## src/rtl/bm_key_solver.sv

```systemverilog
// bm_key_solver
//   Key-equation stage of the DVB-T RS(204,188) decoder (t=8). Runs the
//   inversionless Berlekamp-Massey algorithm over 16 syndromes, one
//   iteration per clock. It then inverts Lambda0 serially and normalises the
//   locator so that Sigma0 = 1 is implied.
//
//   Ports
//     Clk        in   rising-edge clock
//     Reset      in   synchronous, active-low reset
//     Start      in   one-cycle request, sampled only in IDLE
//     Syndromes  in   S1 in [7:0] ... S16 in [127:120], latched on accept
//     Busy       out  a block is in progress
//     Done       out  one-cycle pulse, results valid from this cycle
//     Sigma1..8  out  normalised locator coefficients, held until next Done
//     Num_Errors out  final LFSR length L
//     Fail       out  uncorrectable (L>8 or deg(Lambda)!=L)
//     State_Dbg  out  current FSM state, for observation only
//
//   Handshake: Start is a request pulse that is accepted only on an edge
//   where the FSM is IDLE. Requests in any other state are dropped. Each
//   accepted request produces exactly one Done pulse unless Reset intervenes.
//   Done is asserted while the FSM is already back in IDLE, so a Start held
//   during the Done cycle is accepted.
//
//   Build option BM_ZERO_BYPASS_EN: when it is defined, an all-zero syndrome
//   set jumps straight from IDLE to NORM. Done then arrives two edges after
//   Start, with the same output values as the full path.
module bm_key_solver #(
   parameter int          M         = 8,
   parameter logic [8:0]  PRIM_POLY = 9'h11D
) (
   input  logic             Clk,
   input  logic             Reset,
   input  logic             Start,
   input  logic [16*M-1:0]  Syndromes,
   output logic             Busy,
   output logic             Done,
   output logic [M-1:0]     Sigma1,
   output logic [M-1:0]     Sigma2,
   output logic [M-1:0]     Sigma3,
   output logic [M-1:0]     Sigma4,
   output logic [M-1:0]     Sigma5,
   output logic [M-1:0]     Sigma6,
   output logic [M-1:0]     Sigma7,
   output logic [M-1:0]     Sigma8,
   output logic [4:0]       Num_Errors,
   output logic             Fail,
   output logic [2:0]       State_Dbg
);

   typedef enum logic [2:0] {
      IDLE = 3'd0,
      CALC = 3'd1,
      INV  = 3'd2,
      NORM = 3'd3,
      DONE = 3'd4
   } state_e;

   // GF(2^8) multiply: shift-and-add with modular reduction at each shift.
   function automatic logic [M-1:0] gf_mul(input logic [M-1:0] a, input logic [M-1:0] b);
      logic [M-1:0] p;
      logic [M-1:0] aa;
      p  = '0;
      aa = a;
      for (int i = 0; i < M; i++) begin
         if (b[i]) p = p ^ aa;
         if (aa[M-1]) aa = {aa[M-2:0], 1'b0} ^ PRIM_POLY[M-1:0];
         else         aa = {aa[M-2:0], 1'b0};
      end
      return p;
   endfunction

   state_e        state_q, state_d;
   logic [3:0]    cnt_q, cnt_d;          // iteration index r in CALC, step in INV
   logic [M-1:0]  lambda_q [0:8];
   logic [M-1:0]  lambda_d [0:8];
   logic [M-1:0]  b_q [0:8];
   logic [M-1:0]  b_d [0:8];
   logic [M-1:0]  gamma_q, gamma_d;
   logic [4:0]    l_q, l_d;
   logic [M-1:0]  inv_q, inv_d;
   // syn_q[0] is S_{r+1}; hist_q[j] is S_{r+1-j} (zero before S1 exists).
   logic [M-1:0]  syn_q [0:15];
   logic [M-1:0]  syn_d [0:15];
   logic [M-1:0]  hist_q [1:8];
   logic [M-1:0]  hist_d [1:8];
   logic [M-1:0]  sigma_q [1:8];
   logic [M-1:0]  sigma_d [1:8];
   logic [4:0]    num_q, num_d;
   logic          fail_q, fail_d;
   logic          done_q, done_d;

   // BM iteration datapath
   logic [M-1:0]  win [0:8];
   logic [M-1:0]  delta;
   logic          upd;
   logic [M-1:0]  lam_upd [0:8];
   logic [3:0]    deg;
   logic [M-1:0]  inv_base, inv_sq, inv_next;

`ifdef BM_ZERO_BYPASS_EN
   logic          syn_zero;
   assign syn_zero = (Syndromes == '0);
`endif

   always_comb begin
      win[0] = syn_q[0];
      for (int j = 1; j <= 8; j++) win[j] = hist_q[j];

      delta = '0;
      for (int j = 0; j <= 8; j++) delta = delta ^ gf_mul(lambda_q[j], win[j]);

      // Length change only when the discrepancy is nonzero and 2L <= r.
      upd = (delta != '0) && ({l_q, 1'b0} <= {2'b00, cnt_q});

      // Lambda' = gamma*Lambda ^ delta*(x*B); the x^9 term falls off.
      lam_upd[0] = gf_mul(gamma_q, lambda_q[0]);
      for (int j = 1; j <= 8; j++)
         lam_upd[j] = gf_mul(gamma_q, lambda_q[j]) ^ gf_mul(delta, b_q[j-1]);

      deg = '0;
      for (int j = 1; j <= 8; j++)
         if (lambda_q[j] != '0) deg = j[3:0];

      // Lambda0^254 by left-to-right square-and-multiply over 254 = 8'b1111_1110.
      // Step 0 starts from Lambda0 itself (the leading 1 bit). Steps 0..5
      // square and multiply; step 6 only squares.
      inv_base = (cnt_q == 4'd0) ? lambda_q[0] : inv_q;
      inv_sq   = gf_mul(inv_base, inv_base);
      inv_next = (cnt_q == 4'd6) ? inv_sq : gf_mul(inv_sq, lambda_q[0]);
   end

   // Next-state / register update
   always_comb begin
      state_d  = state_q;
      cnt_d    = cnt_q;
      lambda_d = lambda_q;
      b_d      = b_q;
      gamma_d  = gamma_q;
      l_d      = l_q;
      inv_d    = inv_q;
      syn_d    = syn_q;
      hist_d   = hist_q;
      sigma_d  = sigma_q;
      num_d    = num_q;
      fail_d   = fail_q;
      done_d   = 1'b0;

      case (state_q)
         IDLE: begin
            if (Start) begin
               for (int i = 0; i < 16; i++) syn_d[i] = Syndromes[M*i +: M];
               for (int j = 1; j <= 8; j++) hist_d[j] = '0;
               for (int j = 0; j <= 8; j++) begin
                  lambda_d[j] = (j == 0) ? M'(1) : '0;
                  b_d[j]      = (j == 0) ? M'(1) : '0;
               end
               gamma_d = M'(1);
               l_d     = '0;
               cnt_d   = '0;
               inv_d   = M'(1);
               state_d = CALC;
`ifdef BM_ZERO_BYPASS_EN
               if (syn_zero) state_d = NORM;
`endif
            end
         end

         CALC: begin
            lambda_d = lam_upd;
            if (upd) begin
               b_d     = lambda_q;
               l_d     = {1'b0, cnt_q} + 5'd1 - l_q;
               gamma_d = delta;
            end else begin
               b_d[0] = '0;
               for (int j = 1; j <= 8; j++) b_d[j] = b_q[j-1];
            end
            for (int i = 0; i < 15; i++) syn_d[i] = syn_q[i+1];
            syn_d[15] = '0;
            hist_d[1] = syn_q[0];
            for (int j = 2; j <= 8; j++) hist_d[j] = hist_q[j-1];
            cnt_d = cnt_q + 4'd1;
            if (cnt_q == 4'd15) begin
               cnt_d   = '0;
               state_d = INV;
            end
         end

         INV: begin
            inv_d = inv_next;
            cnt_d = cnt_q + 4'd1;
            if (cnt_q == 4'd6) begin
               cnt_d   = '0;
               state_d = NORM;
            end
         end

         NORM: begin
            for (int j = 0; j <= 8; j++) lambda_d[j] = gf_mul(lambda_q[j], inv_q);
            state_d = DONE;
         end

         DONE: begin
            // Scaling by a nonzero inverse keeps the degree, so the degree
            // is taken from the normalised Lambda here.
            for (int j = 1; j <= 8; j++) sigma_d[j] = lambda_q[j];
            num_d   = l_q;
            fail_d  = (l_q > 5'd8) || ({1'b0, deg} != l_q);
            done_d  = 1'b1;
            state_d = IDLE;
         end

         default: state_d = IDLE;
      endcase
   end

   always_ff @(posedge Clk) begin
      if (!Reset) begin
         state_q <= IDLE;
         cnt_q   <= '0;
         gamma_q <= '0;
         l_q     <= '0;
         inv_q   <= '0;
         num_q   <= '0;
         fail_q  <= 1'b0;
         done_q  <= 1'b0;
         for (int j = 0; j <= 8; j++) begin
            lambda_q[j] <= '0;
            b_q[j]      <= '0;
         end
         for (int i = 0; i < 16; i++) syn_q[i] <= '0;
         for (int j = 1; j <= 8; j++) begin
            hist_q[j]  <= '0;
            sigma_q[j] <= '0;
         end
      end else begin
         state_q  <= state_d;
         cnt_q    <= cnt_d;
         gamma_q  <= gamma_d;
         l_q      <= l_d;
         inv_q    <= inv_d;
         num_q    <= num_d;
         fail_q   <= fail_d;
         done_q   <= done_d;
         lambda_q <= lambda_d;
         b_q      <= b_d;
         syn_q    <= syn_d;
         hist_q   <= hist_d;
         sigma_q  <= sigma_d;
      end
   end

   assign Busy       = (state_q != IDLE);
   assign Done       = done_q;
   assign Sigma1     = sigma_q[1];
   assign Sigma2     = sigma_q[2];
   assign Sigma3     = sigma_q[3];
   assign Sigma4     = sigma_q[4];
   assign Sigma5     = sigma_q[5];
   assign Sigma6     = sigma_q[6];
   assign Sigma7     = sigma_q[7];
   assign Sigma8     = sigma_q[8];
   assign Num_Errors = num_q;
   assign Fail       = fail_q;
   assign State_Dbg  = state_q;

endmodule

```

## config.mk

```make
export PLATFORM = sky130hd
export DESIGN_NAME = bm_key_solver
export DESIGN_NICKNAME = d
export VERILOG_FILES = /design/src/rtl/bm_key_solver.sv
export SDC_FILE = /design/constraint.sdc
export NUM_CORES = 2
export LEC_CHECK = 0
export ABC_AREA = 1
export BUFFER_PORTS_ARGS = -buffer_cell sky130_fd_sc_hd__buf_2
export CAP_MARGIN = 20
export CORE_ASPECT_RATIO = 1.75
export CORE_UTILIZATION = 60
export CTS_BUF_LIST = sky130_fd_sc_hd__clkbuf_8
export DETAILED_ROUTE_END_ITERATION = 10
export PLACE_DENSITY = 0.81
export SLEW_MARGIN = 20
export SYNTH_ARGS = -nofsm -noshare
export SYNTH_HDL_FRONTEND = slang
export SYNTH_SLANG_ARGS = --single-unit
export TNS_END_PERCENT = 50
```

## constraint.sdc

```tcl
create_clock -name Clk -period 4.29 [get_ports Clk]
set_input_delay 0.858 -clock Clk [delete_from_list [all_inputs] [get_ports Clk]]
set_output_delay 0.858 -clock Clk [all_outputs]
set_load 0.005 [all_outputs]
```

==> metrics.yaml, run 1 <==
die:
  die_y_um: 415
  start_util_pct: 60.5
  io-pin-count: 206
  rows: 151
  die_width_um: 238
synth:
  ys_ff_latch: 427
  synth_warnings: 0
  netlist-cell-type-count: 59
  syn_nets: 10400
  yosysTopAreaCell: "nand2_1"
  synth_top_area_share_pct: 24.0
  synth-edff-count: 0
  synth_area_um2: 58500
  synthFlopType: "dfxtp_1"
  syn-instance-count: 10300
  async_flop_share_pct: 0
  ys_seq_area_share_pct: 14.6
  netlist_top_cells_area: "nand2_1 24%, xor2_1 15%, dfxtp_1 15%"
  syn_avg_cell_area_um2: 5.70
global_routing:
  overflow: 124
  grt_usage_pct: 70.9
  grt_pass1_wl_um: 524000
  grt_pass1_vias: 79100
  grt_max_degree: 147
clock_network:
  clock_path_buffers: 3
  clock_tree.root_cell: "clkbuf_8"
  holdBufCountCts: 0
  clock_sinks: 427
  cts_inserted_buffers: 77
  htree_levels: 3
placed_design:
  post-place-cells: 12600
  dp_hpwl_um: 227000
  gp_congestion: 1.15
  dpl_cell_area_um2: 69500
  dp_slack_ns: -1.01
  port_buffers: 205
run_status:
  haltStage: "5_1_grt"
  error: "[ERROR GRT-0116] Global routing finished with congestion. Check the congestion regions in the DRC Viewer."
  run_status: "aborted with a tool error"
==> timing repair <==
action	4_1_cts
gates cloned	4
endpoints found under the setup margin	147
buffers inserted	110
pin swaps	250
resized for setup	801
==> metal layers <==
metal / overflow / global-route usage, %
met2: 76 / 93.9
met4: 47 / 79.2
met3: 1 / 48.0
met5: 0 / 16.0
met1: 0 / 67.4
==> logic make-up after synthesis <==
kind of cell             share of synthesized area, %
AO/OA/AOI/OAI                                    8.23
XOR/XNOR                                         24.6
adder cells (fa/ha/maj)                         0.355
buffers and inverters                            10.3
flip-flops                                       14.6
AND/OR/NAND/NOR                                  41.9
==> metrics by stage <==
| stage | hold slack, ns | TNS, ns |
|---|---|---|
| after CTS | 0.244 | -6.61 |
| after detailed placement | 0.455 | -70.69 |
| after global placement | 0.447 | -61.81 |
| after floorplan | 0.441 | 0 |
==> cell usage after synthesis (8+ instances only) <==
cell type / number
nand2_1: 3749
nor2_1: 1168
xor2_1: 979
inv_1: 738
nand3_1: 682
xnor2_1: 640
dfxtp_1: 427
a21oi_1: 360
clkbuf_1: 274
o21ai_0: 235
buf_2: 119
o221ai_1: 116
nand2_2: 114
nand3b_1: 81
inv_2: 76
buf_4: 60
buf_1: 58
buf_6: 48
nand4_1: 43
o21ai_1: 31
nand2_4: 29
a31oi_1: 24
or2_1: 24
or2_2: 21
nor2_2: 18
ha_1: 15
nor3_1: 14
o211ai_1: 13
o22ai_1: 11
a211oi_1: 10
inv_4: 10
nand3_2: 10
o21bai_1: 10
xor2_2: 8
==> run 2: changes to the inputs <==
--- a/config.mk
+++ b/config.mk
@@ -8,11 +8,9 @@
 export ABC_AREA = 1
 export BUFFER_PORTS_ARGS = -buffer_cell sky130_fd_sc_hd__buf_2
 export CAP_MARGIN = 20
-export CORE_ASPECT_RATIO = 1.75
-export CORE_UTILIZATION = 60
-export CTS_BUF_LIST = sky130_fd_sc_hd__clkbuf_8
+export CORE_UTILIZATION = 40
 export DETAILED_ROUTE_END_ITERATION = 10
-export PLACE_DENSITY = 0.81
+export PLACE_DENSITY_LB_ADDON = 0.15
 export SLEW_MARGIN = 20
 export SYNTH_ARGS = -nofsm -noshare
 export SYNTH_HDL_FRONTEND = slang
==> constraint.sdc (replaced) <==
create_clock -name Clk -period 5.6 [get_ports Clk]
set_input_delay 1.12 -clock Clk [delete_from_list [all_inputs] [get_ports Clk]]
set_output_delay 1.12 -clock Clk [all_outputs]
set_load 0.005 [all_outputs]
==> run 2 against run 1 <==
The run now ends clean. Synthesized area stayed put. Synthesized cell count stayed put.
==> metrics.yaml, run 2 <==
run_status:
  run_status: "complete, no violations"
synth:
  synth_top_area_share_pct: 24.0  # unchanged
  ys_seq_area_share_pct: 14.6  # unchanged
  async_flop_share_pct: 0  # unchanged
  netlist_top_cells_area: "nand2_1 24%, xor2_1 15%, dfxtp_1 15%"
  synth_area_um2: 58500  # unchanged
  ys_ff_latch: 427  # unchanged
  syn_nets: 10400  # unchanged
  synth-edff-count: 0  # unchanged
  yosysTopAreaCell: "nand2_1"
  synth_warnings: 0  # unchanged
  synthFlopType: "dfxtp_1"
  syn_avg_cell_area_um2: 5.70  # unchanged
  syn-instance-count: 10300  # unchanged
  ys_top_cells_by_count: "3749 x nand2_1, 1168 x nor2_1, 979 x xor2_1, 738 x inv_1, 682 x nand3_1"
  yosysMostFrequentCell: "nand2_1"
  netlist-cell-type-count: 59  # unchanged
critical_path:
  required_ns: 6.15
  cp-endpoint: "lambda_q[8]"
  cp_top_family: "simple AND/OR/NAND/NOR gates"
  startpoint_type: "flip-flop"
  cp_common_cell: "nand2_1"
  critical_path.max_stage_delay_ns: 0.60
  r2r_cells: 31
  endpoint_kind: "flip-flop"
  path_max_fanout: 16
  critical_path_class: "flip-flop to flip-flop"
  regToRegEndpoint: "lambda_q[8]"
  r2r_start: "lambda_q[42]"
  critPathLaunch: "lambda_q[42]"
  r2r_slack_ns: 0.20
  critical-path-slowest-cell: "dfxtp_1"
  critical_path_depth: 31
  crit_buf_inv: 4
  crit_arrival_ns: 5.96
worst_hold_path:
  hold_class: "flip-flop to flip-flop"
global_routing:
  antenna_found_initial: 15
  grt_pass1_wl_um: 414000
  grt_usage_pct: 37.5
  overflow: 0
  grt_pass1_vias: 62500
  grt_max_degree: 147
final_layout:
  multi_input_area_um2: 44000
  nets: 10600
  final_common_cell: "nand2_1"
  regArea_um2: 8570
  fill_cells: 15700
  design_area_um2: 65600
  syn_to_final_growth_pct: 12.1
  largest_reg_flops: 128
  top_regs: "syn_q (128), lambda_q (72)"
  largest_register: "syn_q"
  post-route-util_pct: 45.1
  layout-drive-gt1-share_pct: 11.0
  final_cells: 12500
  mostFrequentLayoutCells: "3740 x nand2_1, 1164 x nor2_1, 979 x xor2_1"
placed_design:
  port_buffers: 205  # unchanged
  gp_congestion: 1.03  # -11%
  post-place-cells: 12300  # -1.9%
  dpl_cell_area_um2: 63200  # -9.0%
  dp_hpwl_um: 217000  # -4.5%
pwr:
  p_leak_nw: 28.7
  intPower_mw: 15.0
  combPwrFrac_pct: 75.2
  p_seq_share_pct: 13.1
  ir_drop_uv: 993
  clkPwrFrac_pct: 11.7
  switching_share_pct: 60.7
  power_density_nw_per_um2: 582
  power.switching_mw: 23.2
sta:
  drv_slew: 0
  max_slew.worst_pin.slew_ns: 1.19
  fin_crit_ns: 5.40
  period_share_pct: 96.5
  slew_headroom_pct: 20.9
  finClkSkew_ns: 0.0745
  fmax_mhz: 185
  hold_viol_final: 0
  hold_slack_ns: 0.462
  finalSetupViolations: 0
die:
  start_util_pct: 40.3  # -20 points
  die_width_um: 385  # +61%
  rows: 140  # -7.3%
  dieArea_um2: 148000
  die_y_um: 385  # -7.4%
  io-pin-count: 206  # unchanged
  core_um2: 145000
clock_network:
  path_clk_slew_ns: 0.06
  holdBufCountCts: 0  # unchanged
  clock_path_buffers: 3  # unchanged
  clock_sinks: 427  # unchanged
  htree_levels: 2  # -1
  clock_tree.root_cell: "clkbuf_16"
  cts_inserted_buffers: 60  # -22%
  cts_tree: "yes"
  clk_latency_ns: 0.76
drt:
  routedWlPerCell_um: 23.0
  vias: 67500
  drtAntennaViolNets: 0
  dr.pass1.iters: 6
  drt_iter0_markers: 6772
  viasPerCell: 5.42
  drt_wl_total_um: 286000
  drcViolationCount: 0
flow_run:
  maxCapViolations: 0
==> run 2: cell counts after synthesis <==
No cell type changed its count.
==> run 2: per-stage QoR <==
| step | setup TNS (ns) | worst slack [ns] | power, mW |
|---|---|---|---|
| finish | 0 | 0.199 | 38.2 |
| global route | -0.0716 | -0.0390 | 39.7 |
| CTS | 0 | 0.00338 | 37.1 |
| detailed placement | -0.00399 | -0.00399 | 32.6 |
| global placement | -0.0738 | -0.0738 | 32.5 |
| floorplan | 0 | 1.52 | 20.0 |
==> run 2: how the worst min path moves through the flow <==
| stage | startpoint | endpoint | slack, ns | cells after the start |
|---|---|---|---|---|
| after floorplan | syn_q[0] | syn_q[0] | 0.44 | 2 |
| after global placement | syn_q[3] | syn_q[3] | 0.45 | 2 |
| after detailed placement | syn_q[0] | syn_q[0] | 0.45 | 2 |
| after CTS | syn_q[4] | syn_q[4] | 0.46 | 2 |
| after global routing | syn_q[2] | syn_q[2] | 0.48 | 2 |
| final | syn_q[1] | syn_q[1] | 0.46 | 2 |
==> run 2: worst min-delay path: cells and delay by family, from the launching register on <==
kind / cells / cell delay, ns
simple gates: 1 / 0.06
flops: 1 / 0.31
compound gates: 1 / 0.05
==> run 2: power by group through the flow <==
stage / clock [mW] / combinational, mW / sequential (mW)
finish: 4.48 / 28.7 / 4.99
global route: 4.63 / 30.0 / 5.05
floorplan: 0 / 15.7 / 4.30
global placement: 0 / 27.5 / 5.00
CTS: 4.53 / 27.7 / 4.94
detailed placement: 0 / 27.6 / 5.00
==> run 2: final cells by class <==
type	count	area share [%]
flip-flops and latches	427	13.1
clock inverters	37	0.968
repair buffers	707	7.91
inverters	831	4.83
well taps	1917	3.65
multi-input cells	8453	67.1
diodes	6	0.0229
clock buffers	75	2.45
==> run 2: cells by family after synthesis <==
kind of cell    after synthesis  share of synthesized area [%]
buf+inv                    1398                           10.3
xor+xnor                   1633                           24.6
simple gates               5970                           41.9
fa+ha+maj                    16                          0.355
compound gates              834                           8.23
flops                       427                           14.6
==> run 2: what timing repair did <==
item	CTS	global route
cloned	0	0
endpoints found under the setup margin	1	18
resized for setup	2	31
pin swaps	0	1
setup buffers	0	2
endpoints found under the hold margin	0	0
==> run 2: metal layers <==
metal	routed length, um	up-vias	GRT usage, %
li1	-	32100	-
met1	114000	31400	45.5
met2	126000	3186	60.7
met3	24000	816	6.09
met4	22700	18	25.5
met5	106	-	0
Power figures use the tool's default switching activity.
